File: src/rtl/control_sequencer.sv
// Hardwired control unit: fetch T0-T2, opcode decode in T3, execute T3-T6, sticky HALT.
// Optional macro CU_MEM_WAIT_EN: T1 holds until mem_rdy; otherwise fetch is a fixed 3 cycles.
module control_sequencer #(
  parameter logic [4:0] OP_ADD  = 5'b00011,
  parameter logic [4:0] OP_SUB  = 5'b00100,
  parameter logic [4:0] OP_AND  = 5'b00101,
  parameter logic [4:0] OP_OR   = 5'b00110,
  parameter logic [4:0] OP_MUL  = 5'b01110,
  parameter logic [4:0] OP_DIV  = 5'b01111,
  parameter logic [4:0] OP_MFHI = 5'b11000,
  parameter logic [4:0] OP_MFLO = 5'b11001,
  parameter logic [4:0] OP_NOP  = 5'b11010,
  parameter logic [4:0] OP_HALT = 5'b11011
) (
  input  logic       clock,
  input  logic       clear,
  input  logic [4:0] ir_op,
  input  logic       mem_rdy,
  input  logic       stop,
  output logic       Gra,
  output logic       Grb,
  output logic       Grc,
  output logic       Rin,
  output logic       Rout,
  output logic       BAout,
  output logic       CON_in,
  output logic       PCout,
  output logic       MARin,
  output logic       IncPC,
  output logic       Zlowin,
  output logic       Zhighin,
  output logic       PCin,
  output logic       MDRin,
  output logic       IRin,
  output logic       Yin,
  output logic       read,
  output logic       write,
  output logic       HIin,
  output logic       LOin,
  output logic       HIout,
  output logic       LOout,
  output logic       ZHIout,
  output logic       ZLOout,
  output logic       MDRout,
  output logic       Inportout,
  output logic       Cout,
  output logic [4:0] operation,
  output logic       run
);

  typedef enum logic [3:0] {
    ST_DEFAULT = 4'd0,
    ST_T0      = 4'd1,
    ST_T1      = 4'd2,
    ST_T2      = 4'd3,
    ST_T3      = 4'd4,
    ST_T4      = 4'd5,
    ST_T5      = 4'd6,
    ST_T6      = 4'd7,
    ST_HALT    = 4'd8
  } state_t;

  state_t state;
  state_t end_state;
  logic   alu_op;
  logic   md_op;

  function automatic logic is_alu(input logic [4:0] op);
    return (op == OP_ADD) || (op == OP_SUB) || (op == OP_AND) || (op == OP_OR);
  endfunction

  function automatic logic is_muldiv(input logic [4:0] op);
    return (op == OP_MUL) || (op == OP_DIV);
  endfunction

  // ir_op is stable from T3 onward because IR only loads at the end of T2
  assign alu_op    = is_alu(ir_op);
  assign md_op     = is_muldiv(ir_op);
  assign end_state = stop ? ST_HALT : ST_T0;

`ifndef CU_MEM_WAIT_EN
  logic unused_mem_rdy;
  assign unused_mem_rdy = mem_rdy;
`endif

  // State register and transition logic
  always_ff @(posedge clock or posedge clear) begin
    if (clear) begin
      state <= ST_DEFAULT;
    end else begin
      case (state)
        ST_DEFAULT: state <= ST_T0;
        ST_T0:      state <= ST_T1;
`ifdef CU_MEM_WAIT_EN
        ST_T1:      state <= mem_rdy ? ST_T2 : ST_T1;
`else
        ST_T1:      state <= ST_T2;
`endif
        ST_T2:      state <= ST_T3;
        ST_T3: begin
          if (alu_op || md_op) begin
            state <= ST_T4;
          end else if (ir_op == OP_HALT) begin
            state <= ST_HALT;
          end else begin
            state <= end_state;
          end
        end
        ST_T4:      state <= ST_T5;
        ST_T5:      state <= md_op ? ST_T6 : end_state;
        ST_T6:      state <= end_state;
        ST_HALT:    state <= ST_HALT;
        default:    state <= ST_DEFAULT;
      endcase
    end
  end

  // Per-state strobe decode; reserved strobes stay low in every state
  always_comb begin
    Gra = 1'b0;  Grb = 1'b0;  Grc = 1'b0;  Rin = 1'b0;  Rout = 1'b0;
    BAout = 1'b0;  CON_in = 1'b0;
    PCout = 1'b0;  MARin = 1'b0;  IncPC = 1'b0;  Zlowin = 1'b0;  Zhighin = 1'b0;
    PCin = 1'b0;  MDRin = 1'b0;  IRin = 1'b0;  Yin = 1'b0;  read = 1'b0;  write = 1'b0;
    HIin = 1'b0;  LOin = 1'b0;  HIout = 1'b0;  LOout = 1'b0;  ZHIout = 1'b0;  ZLOout = 1'b0;
    MDRout = 1'b0;  Inportout = 1'b0;  Cout = 1'b0;
    operation = 5'b00000;
    run = (state != ST_HALT);
    case (state)
      ST_T0: begin
        PCout = 1'b1;  MARin = 1'b1;  IncPC = 1'b1;  Zlowin = 1'b1;
      end
      ST_T1: begin
        ZLOout = 1'b1;  PCin = 1'b1;  read = 1'b1;  MDRin = 1'b1;
      end
      ST_T2: begin
        MDRout = 1'b1;  IRin = 1'b1;
      end
      ST_T3: begin
        if (alu_op) begin
          Grb = 1'b1;  Rout = 1'b1;  Yin = 1'b1;
        end else if (md_op) begin
          Gra = 1'b1;  Rout = 1'b1;  Yin = 1'b1;
        end else if (ir_op == OP_MFHI) begin
          Gra = 1'b1;  Rin = 1'b1;  HIout = 1'b1;
        end else if (ir_op == OP_MFLO) begin
          Gra = 1'b1;  Rin = 1'b1;  LOout = 1'b1;
        end else begin
          Gra = 1'b0;
        end
      end
      ST_T4: begin
        if (alu_op) begin
          Grc = 1'b1;  Rout = 1'b1;  Zlowin = 1'b1;  operation = ir_op;
        end else if (md_op) begin
          Grb = 1'b1;  Rout = 1'b1;  Zlowin = 1'b1;  Zhighin = 1'b1;  operation = ir_op;
        end else begin
          operation = 5'b00000;
        end
      end
      ST_T5: begin
        if (alu_op) begin
          ZLOout = 1'b1;  Gra = 1'b1;  Rin = 1'b1;
        end else if (md_op) begin
          ZLOout = 1'b1;  LOin = 1'b1;
        end else begin
          ZLOout = 1'b0;
        end
      end
      ST_T6: begin
        if (md_op) begin
          ZHIout = 1'b1;  HIin = 1'b1;
        end else begin
          ZHIout = 1'b0;
        end
      end
      default: begin
        operation = 5'b00000;
      end
    endcase
  end

endmodule

File: config.mk
export PLATFORM = sky130hd
export DESIGN_NAME = control_sequencer
export DESIGN_NICKNAME = d
export VERILOG_FILES = /design/src/rtl/control_sequencer.sv
export SDC_FILE = /design/constraint.sdc
export NUM_CORES = 1
export LEC_CHECK = 0
export ABC_AREA = 1
export BUFFER_PORTS_ARGS = -buffer_cell sky130_fd_sc_hd__buf_2
export CAP_MARGIN = 20
export CORE_UTILIZATION = 43
export CTS_BUF_LIST = sky130_fd_sc_hd__clkbuf_4 sky130_fd_sc_hd__clkbuf_8
export CTS_CLUSTER_SIZE = 14
export DETAILED_ROUTE_END_ITERATION = 10
export MAX_ROUTING_LAYER = met4
export PLACE_DENSITY_LB_ADDON = 0.3
export SYNTH_ARGS = -nofsm -noshare
export SYNTH_HDL_FRONTEND = slang
export SYNTH_SLANG_ARGS = --single-unit
File: constraint.sdc
create_clock -name clock -period 1.5 [get_ports clock]
set_clock_uncertainty 0.15 [all_clocks]
set_input_delay 0.3 -clock clock [delete_from_list [all_inputs] [get_ports clock]]
set_output_delay 0.3 -clock clock [all_outputs]
set_load 0.01 [all_outputs]
==> run_results.csv <==
group,metric,value,unit
run_status,status,"complete, but fails checks",
run_status,failed_checks,"setup timing",
global_route,antenna_found_initial,0,
synth,async_flop_share,100,%
synth,synth_edf_count,0,
placed_design,numPortBuffers,34,
cells_and_area,largest_reg_flops,4,
job,maxCapViolCount,0,
pwr,ir_worst_vdd,1.13,mV
synth,synthTopCellsByArea,"buf_4, dfrtp_1, nand2_1",
routing,post_drt_wl_per_cell,18.6,µm
min_path,hold_start,"stop",
cts,cts_max_level,1,
critical_path,worst_ep_arrival_time,1470,ps
cts,clk_latency,230,ps
timing,fin_ws,-420,ps
pwr,powerDensity,1640,nW/µm²
placed_design,place_area,883,µm²
floorplan,core,1330,µm²
critical_path,start_kind,"flop",
timing,finalSetupViolCount,29,
cts,path_clk_slew,40,ps
timing,post-route-period-util,128,%
synth,yosysTopAreaCell,"buf_4",
synth,yosysTopAreaCellShare,16.5,%
routing,wl_met3,399,µm
global_route,grt-ovfl-total,0,
critical_path,critPathCaptureType,"output pin",
cts,numCtsBuffers,3,
floorplan,num_io_pins,42,
synth,synthMuxAreaShare,0,%
synth,ys_seq_area_share,15.7,%
timing,clock.fmax,0.521,GHz
synth,yosys_warnings,0,
min_path,min_path_type,"primary input to flop",
critical_path,required,1050,ps
routing,highest_layer,"met4",
routing,drt_iter0_drc,88,
timing,grt_setup_unrepaired,"yes",
cells_and_area,layout.nets,179,
cells_and_area,stdcell_area,1210,µm²
pwr,leakage,0.000743,µW
synth,ys_top_cells_by_count,"nand2_1, inv_1, buf_4, nor2_1, nand3_1",
synth,synthCells,102,
synth,ys_ff_latch,4,
critical_path,critPathLaunch,"state[1]$_DFF_PP0_",
cts,clock_path_buffers,2,
routing,drtPass1Iterations,4,
critical_path,worstReg2RegStart,"state[3]$_DFF_PP0_",
synth,syn_area_per_cell,6.24,µm²
timing,slew_violations,0,
cells_and_area,n_antenna_cell,0,
synth,synth_top_family_by_area,"simple AND/OR/NAND/NOR gates",
critical_path,reg2reg_setup_slack,-110,ps
placed_design,place.gp.congestion,0.836,
timing,period_needed,1920,ps
routing,via_per_inst,5.76,
routing,vias,1054,
placed_design,place_ws,-126,ps
synth,synth-simple-area-share,48.5,%
synth,yosysUniqueCellTypes,25,
cells_and_area,final_core_util,90.7,%
routing,wl,3.41,mm
placed_design,dpl.hpwl,1.31,mm
cells_and_area,area_growth,90.0,%
floorplan,dieHeight,40.5,µm
floorplan,die_area,1640,µm²
cts,cts_tree,"yes",
synth,synth.most_common_cell,"nand2_1",
cts,root_buffer,"clkbuf_4",
routing,wl_met2,1.55,mm
global_route,grt_usage,34.7,%
synth,synth.cell_area,637,µm²
cts,cts.sinks,4,
global_route,grt_max_degree,7,
timing,tns,-8260,ps
global_route,grt_pass1_vias,812,
synth,synth_fa_ha_area_share,0,%
floorplan,fp.dieW,40.5,µm
routing,drc,0,
timing,hold_viol,0,
routing,antenna_left,0,
cells_and_area,top_regs,"state (4)",
cells_and_area,drive_above_1_share,67.3,%
global_route,grt_pass1_wl,3.63,mm
floorplan,initial_utilization,47.7,%
synth,synth_compound_area_share,6.48,%
floorplan,rows,13,
critical_path,path_max_fanout,6,
routing,drt-met1-wl,1.26,mm
critical_path,setup.worst_path.class,"flop to output pin",
synth,synthXorXnorAreaFrac,0,%
timing,hold_ws,286,ps
cells_and_area,regMostFlops,"state",
synth,dominantRegCellSynth,"dfrtp_1",
cells in the final DEF, fill, tap and decap left out, drive strengths merged:
master        n
a21oi         3
buf          71
clkbuf        3
clkinv        2
conb          6
dfrtp         4
dlygate4sd3   1
inv          17
nand2        22
nand3         9
nand4         6
nor2         17
nor3          3
o21ai         1
o21bai        1
o22ai         1
or2           1
repair_timing:
item                                   CTS  global route
setup endpoints to repair               27            30
gates resized for setup                 28            12
endpoints found under the hold margin    4             0
hold buffers                             1             0
pin swaps                               15             9
buffers inserted                        12             8
final cells by class:
cell class	count	area, µm²
well taps	15	18.8
fillers	57	124
multi-input cells	70	472
clock buffers	3	22.5
repair buffers	72	509
inverters	19	83.8
flip-flops and latches	4	104
report_power, final:
part | total, µW | leakage, µW | switching, µW | internal [µW]
clock | 137 | 0.0000138 | 47.0 | 89.7
sequential | 273 | 0.0000473 | 110 | 163
combinational | 1570 | 0.000682 | 835 | 734
cell families after synthesis:
group,Yosys count
AO/OA/AOI/OAI,6
buffers and inverters,33
flip-flops,4
other,1
AND/OR/NAND/NOR,58
worst paths after layout:
| check | end | cells after the start |
|---|---|---|
| worst min register to register | state[3]$_DFF_PP0_ | 4 |
| worst min-delay path | state[0]$_DFF_PP0_ | 4 |
| min in group asynchronous | state[1]$_DFF_PP0_ | 3 |
| worst max register to register | state[2]$_DFF_PP0_ | 8 |
| worst max-delay path | Zlowin | 6 |
| max in group asynchronous | state[0]$_DFF_PP0_ | 3 |
routing by layer:
metal	vias to the layer above	track usage [%]
met2	109	62.7
met4	0	11.7
met5	-	-
met3	24	0.556
li1	434	-
met1	487	40.9
worst max-delay path, stage by stage, from the launching register on:
cell and delay [ps]:
dfrtp_2 490, nor2_4 190, inv_2 60, nor2_4 150, inv_1 100, nand2_1 100
buf_2 140
per-stage QoR:
stage,power (µW),std cells
2_1_floorplan,844,107
3_3_place_gp,1110,160
3_5_place_dp,1130,160
4_1_cts,1630,175
5_1_grt,2060,183
6_report,1980,183
Power figures use the tool's default switching activity.
